$ cat config.mk
export PLATFORM = sky130hd
export DESIGN_NAME = demux1hot_reg
export DESIGN_NICKNAME = d
export VERILOG_FILES = /design/src/rtl/demux1hot_pkg.sv /design/src/rtl/demux1hot_slot.sv /design/src/rtl/demux1hot_reg.sv
export SDC_FILE = /design/constraint.sdc
export NUM_CORES = 1
export LEC_CHECK = 0
export ABC_AREA = 1
export ABC_CLOCK_PERIOD_IN_PS = 1100
export CAP_MARGIN = 20
export CORE_AREA = 2 2 39 41
export CTS_BUF_LIST = sky130_fd_sc_hd__clkbuf_4
export DETAILED_ROUTE_END_ITERATION = 6
export DIE_AREA = 0 0 41 43
export GPL_TIMING_DRIVEN = 0
export HOLD_SLACK_MARGIN = 0.03
export REMOVE_ABC_BUFFERS = 1
export SLEW_MARGIN = 20
export SYNTH_ARGS = -nofsm -noshare
export SYNTH_HDL_FRONTEND = slang
export SYNTH_SLANG_ARGS = --single-unit
$ cat constraint.sdc
create_clock -name clk -period 1.1 [get_ports clk]
set_input_delay 0.22 -clock clk [delete_from_list [all_inputs] [get_ports clk]]
set_output_delay 0.22 -clock clk [all_outputs]
set_load 0.005 [all_outputs]
$ cat src/rtl/demux1hot_pkg.sv
// Shared constants and helpers for the registered one-hot demultiplexer.
package demux1hot_pkg;

  // Widest destination vector the select helper accepts; callers zero-extend.
  localparam int MAX_SEL_W = 64;
  localparam int ERR_CNT_W = 8;

  function automatic logic is_onehot(input logic [MAX_SEL_W-1:0] v);
    int cnt;
    cnt = 0;
    for (int i = 0; i < MAX_SEL_W; i++) begin
      cnt += int'(v[i]);
    end
    return (cnt == 1);
  endfunction

endpackage

$ cat src/rtl/demux1hot_slot.sv
// One-entry output register for a single demux lane; a drain and a reload
// in the same cycle keep the lane valid with the new payload.
module demux1hot_slot #(
  parameter int WIDTH = 1
) (
  input  logic             clk,
  input  logic             rst,
  input  logic             load,
  input  logic [WIDTH-1:0] ld_data,
  output logic             out_valid,
  input  logic             out_ready,
  output logic [WIDTH-1:0] out_data,
  output logic             free
);

  logic             r_vld;
  logic [WIDTH-1:0] r_dat;

  always_ff @(posedge clk or posedge rst) begin
    if (rst) begin
      r_vld <= 1'b0;
      r_dat <= '0;
    end else if (load) begin
      r_vld <= 1'b1;
      r_dat <= ld_data;
    end else if (out_ready) begin
      r_vld <= 1'b0;
    end
  end

  assign free      = !r_vld || out_ready;
  assign out_valid = r_vld;
  assign out_data  = r_dat;

endmodule

$ cat src/rtl/demux1hot_reg.sv
// Registered one-hot demultiplexer: one valid/ready source fanned out to
// OUTPUTS independently back-pressured lanes. Define DEMUX1HOT_CHECK_EN to
// drop non-one-hot selects and count them on err_pulse/err_cnt.
module demux1hot_reg
  import demux1hot_pkg::*;
#(
  parameter int OUTPUTS = 2,
  parameter int WIDTH   = 1
) (
  input  logic                     clk,
  input  logic                     rst,
  input  logic                     in_valid,
  output logic                     in_ready,
  input  logic [WIDTH-1:0]         in_data,
  input  logic [OUTPUTS-1:0]       in_sel,
  output logic [OUTPUTS-1:0]       out_valid,
  input  logic [OUTPUTS-1:0]       out_ready,
  output logic [WIDTH*OUTPUTS-1:0] out_data
`ifdef DEMUX1HOT_CHECK_EN
  ,
  output logic                     err_pulse,
  output logic [ERR_CNT_W-1:0]     err_cnt
`endif
);

  logic [OUTPUTS-1:0] w_free;
  logic [OUTPUTS-1:0] w_load;
  logic               w_all_free;
  logic               w_accept;

  // Every lane the beat targets must be able to take it this cycle.
  assign w_all_free = &(w_free | ~in_sel);

`ifdef DEMUX1HOT_CHECK_EN
  logic                 w_legal;
  logic                 w_illegal_acc;
  logic                 r_err_pulse;
  logic [ERR_CNT_W-1:0] r_err_cnt;

  assign w_legal       = is_onehot(MAX_SEL_W'(in_sel));
  assign in_ready      = !rst && (!w_legal || w_all_free);
  assign w_accept      = in_valid && in_ready;
  assign w_illegal_acc = w_accept && !w_legal;
  assign w_load        = (w_accept && w_legal) ? in_sel : '0;

  always_ff @(posedge clk or posedge rst) begin
    if (rst) begin
      r_err_pulse <= 1'b0;
      r_err_cnt   <= '0;
    end else begin
      r_err_pulse <= w_illegal_acc;
      if (w_illegal_acc && (r_err_cnt != '1)) begin
        r_err_cnt <= r_err_cnt + 1'b1;
      end
    end
  end

  assign err_pulse = r_err_pulse;
  assign err_cnt   = r_err_cnt;
`else
  // Multi-hot broadcasts; zero-hot is accepted and lands nowhere.
  assign in_ready = !rst && w_all_free;
  assign w_accept = in_valid && in_ready;
  assign w_load   = w_accept ? in_sel : '0;
`endif

  for (genvar g = 0; g < OUTPUTS; g++) begin : g_lane
    demux1hot_slot #(
      .WIDTH(WIDTH)
    ) u_slot (
      .clk       (clk),
      .rst       (rst),
      .load      (w_load[g]),
      .ld_data   (in_data),
      .out_valid (out_valid[g]),
      .out_ready (out_ready[g]),
      .out_data  (out_data[g*WIDTH +: WIDTH]),
      .free      (w_free[g])
    );
  end

endmodule

==> impl_results.md, run 1 <==
* DIE AREA at 1760 µm²
* Dominant cell type by area after synthesis: dfrtp_1
* Violated checks: setup timing
* Post-synthesis cell area at 221 µm²
* Highest signal layer in the routed design: met4
* Fraction of registers with async set/reset at 100%
* Most common cell in the synthesized netlist: nand2_1
* Area added between synthesis and finish at 89.8%
* Fmax achieved at 0.852 GHz
* Overflow left after global routing at 0
* Critical path start-end classification: flip-flop to primary output
* Setup repair after global routing missed its margin: yes
* Port Buffers at 12
* Last weighted congestion value of the routability-driven placer at 0.611
* Slack of the worst reg-to-reg path at 110 ps
* Number of antenna violations at the first check in global routing at 0
* Worst flop-to-flop path endpoint: g_lane[0].u_slot.out_data
* Routed met3 length at 47 µm
* Wire length of the first global-routing pass at 883 µm
* Fraction of the core area covered by cells at the end of the flow at 30.4%
* Synth top cells by count: nand2_1 (8), buf_4 (4), dfrtp_1 (4), inv_1 (3), nand3_1 (3)
* Total design power at 498 µW
* Post-route met1 wirelength at 216 µm
* Final count of pins violating max slew at 0
* Pwr per Cell Area at 1180 nW/µm²
* Routed length per placed instance at 8.69 µm
* Cell count after synthesis at 28
* Top area cells in the synthesized netlist: dfrtp_1 (45%), buf_4 (14%), nand2_1 (14%)
* Buffer levels on the longest clock path at 2
* Worst hold-check path type: primary input to async pin
* ANT cells at 0
* Post-Place Worst Slack at -661 ps
* Starting Density at 16.0%
* Worst path setup slack after routing at -73.3 ps
* Ratio of cells with drive above 1 in the final layout at 44.4%
* Aggregate global-route resource usage at 8.25%
* Post-route DRC at 0
* Actual transition at the worst max-transition pin at 181 ps
* Pin count of the biggest net entering global routing at 5
* Data arrival time of the worst path at 950 ps
* Worst vdd rail ir drop at 0.287 mV
* Routed via count at 233
* Final-report hold violation count at 0
* Fill cell count at 159
* Worst relative slew slack at 87.9%
* Portion of synthesized cell area occupied by the leading cell type at 45.2%
* Root buffer cell: clkbuf_4
* Clock latency of the later-clocked register in the worst-skew pair at 230 ps
* Number of global-route vias before repair at 246
* Total number of placement rows at 14
* Max-cap violation count at 0
* Detailed placer's ending HPWL at 367 µm
* Worst Setup Start Kind: flip-flop
* Aggregate routed wire length at 530 µm
* Routed Antenna Nets at 0
* Final setup violating endpoints at 1
* H-Tree Depth at 1
* Number of detailed-routing iterations run before antenna repair at 2
* Status: finished with violations
* Skew final at 1.82 ps
* Clock transition time at the flip-flop clock pins of the worst setup and hold paths at 40 ps
* Number of enable flip-flop cells after synthesis at 0
* Length of routed met2 wiring at 259 µm
* Time the worst path needs with I/O delays and setup at 1170 ps
* Number of cells on the worst reg-to-reg path at 7
* DR iter-0 viols at 1
* CTS sink count at 4
* Required time of the worst setup path at 880 ps
* Final nets at 55
* Core Box Area at 1380 µm²
* Number of buffers inserted during clock tree synthesis at 3
* Sequential cell area fraction in the yosys report at 45.2%
* Count of hold-fix buffers inserted at cts at 0
* Vertical die dimension at 43 µm
* Warning count from the yosys run at 0
* Die outline width at 41 µm
* Minimum hold slack at 82.6 ps
* Static Leakage at 0.221 nW
* Post-synthesis average cell area at 7.91 µm²
* Post-route clock period utilization at 107%
* Vias per Instance at 3.82
* Count of state elements after synthesis at 4
* Cell variety after synth at 9
* Origin of the critical flop-to-flop path: g_lane[0].u_slot.out_valid
* Clock tree from TritonCTS: done
* I/O Pins at 13
* Worst-path fanout max at 2
* Commonest register cell after synthesis: dfrtp_1
* Critical Path Sink Type: primary output
## kinds of logic after synthesis
| kind of cell | share of synthesized area (%) |
|---|---|
| and+or+nand+nor | 34.5 |
| DFF | 45.2 |
| buffers and inverters | 20.3 |
## through the flow
| stage | area [µm²] | TNS, ps | cells |
|---|---|---|---|
| 3_5_place_dp | 332 | -1620 | 52 |
| 2_1_floorplan | 191 | 0 | 24 |
| 5_1_grt | 420 | -144 | 61 |
| 6_report | 420 | -73.3 | 61 |
| 4_1_cts | 413 | -185 | 60 |
| 3_3_place_gp | 332 | -1570 | 52 |
## repair_timing
action,4_1_cts,5_1_grt
pin swaps,5,4
buffers inserted,5,2
hold endpoints to repair,0,0
gates resized for setup,24,4
endpoints found under the setup margin,7,7
cloned,0,0
## critical path, stage by stage, from the launching register on
cell	delay, ps
dfrtp_1	370
nand2_2	90
nor2_4	40
nor2_4	100
buf_2	110
## registers in the layout, indices dropped and copies added (netlist names)
| register | cells |
|---|---|
| g_lane.u_slot.out_valid | 2 |
| g_lane.u_slot.out_data | 2 |
## how the worst max path moves through the flow
stage | startpoint | to | slack [ps]
2_1_floorplan | g_lane[1].u_slot.out_valid | g_lane[0].u_slot.out_data | 100
4_1_cts | g_lane[1].u_slot.out_valid | in_ready | -110
6_report | g_lane[0].u_slot.out_valid | in_ready | -70
3_5_place_dp | out_ready[1] | in_ready | -660
3_3_place_gp | out_ready[1] | in_ready | -660
5_1_grt | g_lane[0].u_slot.out_valid | in_ready | -120
## per-layer routing
layer	vias to the layer above	global-route usage [%]
met2	9	11.6
met3	2	3.14
met4	0	10.0
li1	120	-
met5	-	0
met1	102	7.77
## cell type report
type | instances | area [µm²] | share of cell area, %
clock buffer | 3 | 22.5 | 5.36
inverter | 4 | 16.3 | 3.87
multi-input combinational | 16 | 104 | 24.7
sequential | 4 | 100 | 23.8
tap | 16 | 20.0 | 4.76
timing repair buffer | 18 | 158 | 37.5
## cells in the final DEF, fill, tap and decap left out
master	count
buf_4	5
inv_1	2
inv_2	1
buf_2	1
nand4_1	2
dlygate4sd2_1	6
nand3_2	3
nand2_2	2
nand2_1	7
dfrtp_1	4
clkbuf_4	3
buf_6	2
clkdlybuf4s50_1	2
nor2_4	2
clkdlybuf4s15_1	2
clkinv_2	1
## report_power, final
part	switching, mW	internal (mW)
Sequential	0.0105	0.167
Combinational	0.0535	0.0843
Clock	0.0600	0.122
Total	0.124	0.374
No activity file was read; power rests on OpenSTA's default activity.
==> run 2, diff against run 1 <==
--- a/config.mk
+++ b/config.mk
@@ -7,7 +7,7 @@
 export LEC_CHECK = 0
 export ABC_AREA = 1
 export ABC_CLOCK_PERIOD_IN_PS = 1100
-export CAP_MARGIN = 20
+export CAP_MARGIN = 40
 export CORE_AREA = 2 2 39 41
 export CTS_BUF_LIST = sky130_fd_sc_hd__clkbuf_4
 export DETAILED_ROUTE_END_ITERATION = 6
==> results of run 2 <==
Final layout, timing and power as in run 1 (identical DEF).
==> run 3, diff against run 2 <==
--- a/config.mk
+++ b/config.mk
@@ -13,7 +13,6 @@
 export DETAILED_ROUTE_END_ITERATION = 6
 export DIE_AREA = 0 0 41 43
 export GPL_TIMING_DRIVEN = 0
-export HOLD_SLACK_MARGIN = 0.03
 export REMOVE_ABC_BUFFERS = 1
 export SLEW_MARGIN = 20
 export SYNTH_ARGS = -nofsm -noshare
==> results of run 3 <==
Final layout, timing and power as in run 1 (identical DEF).
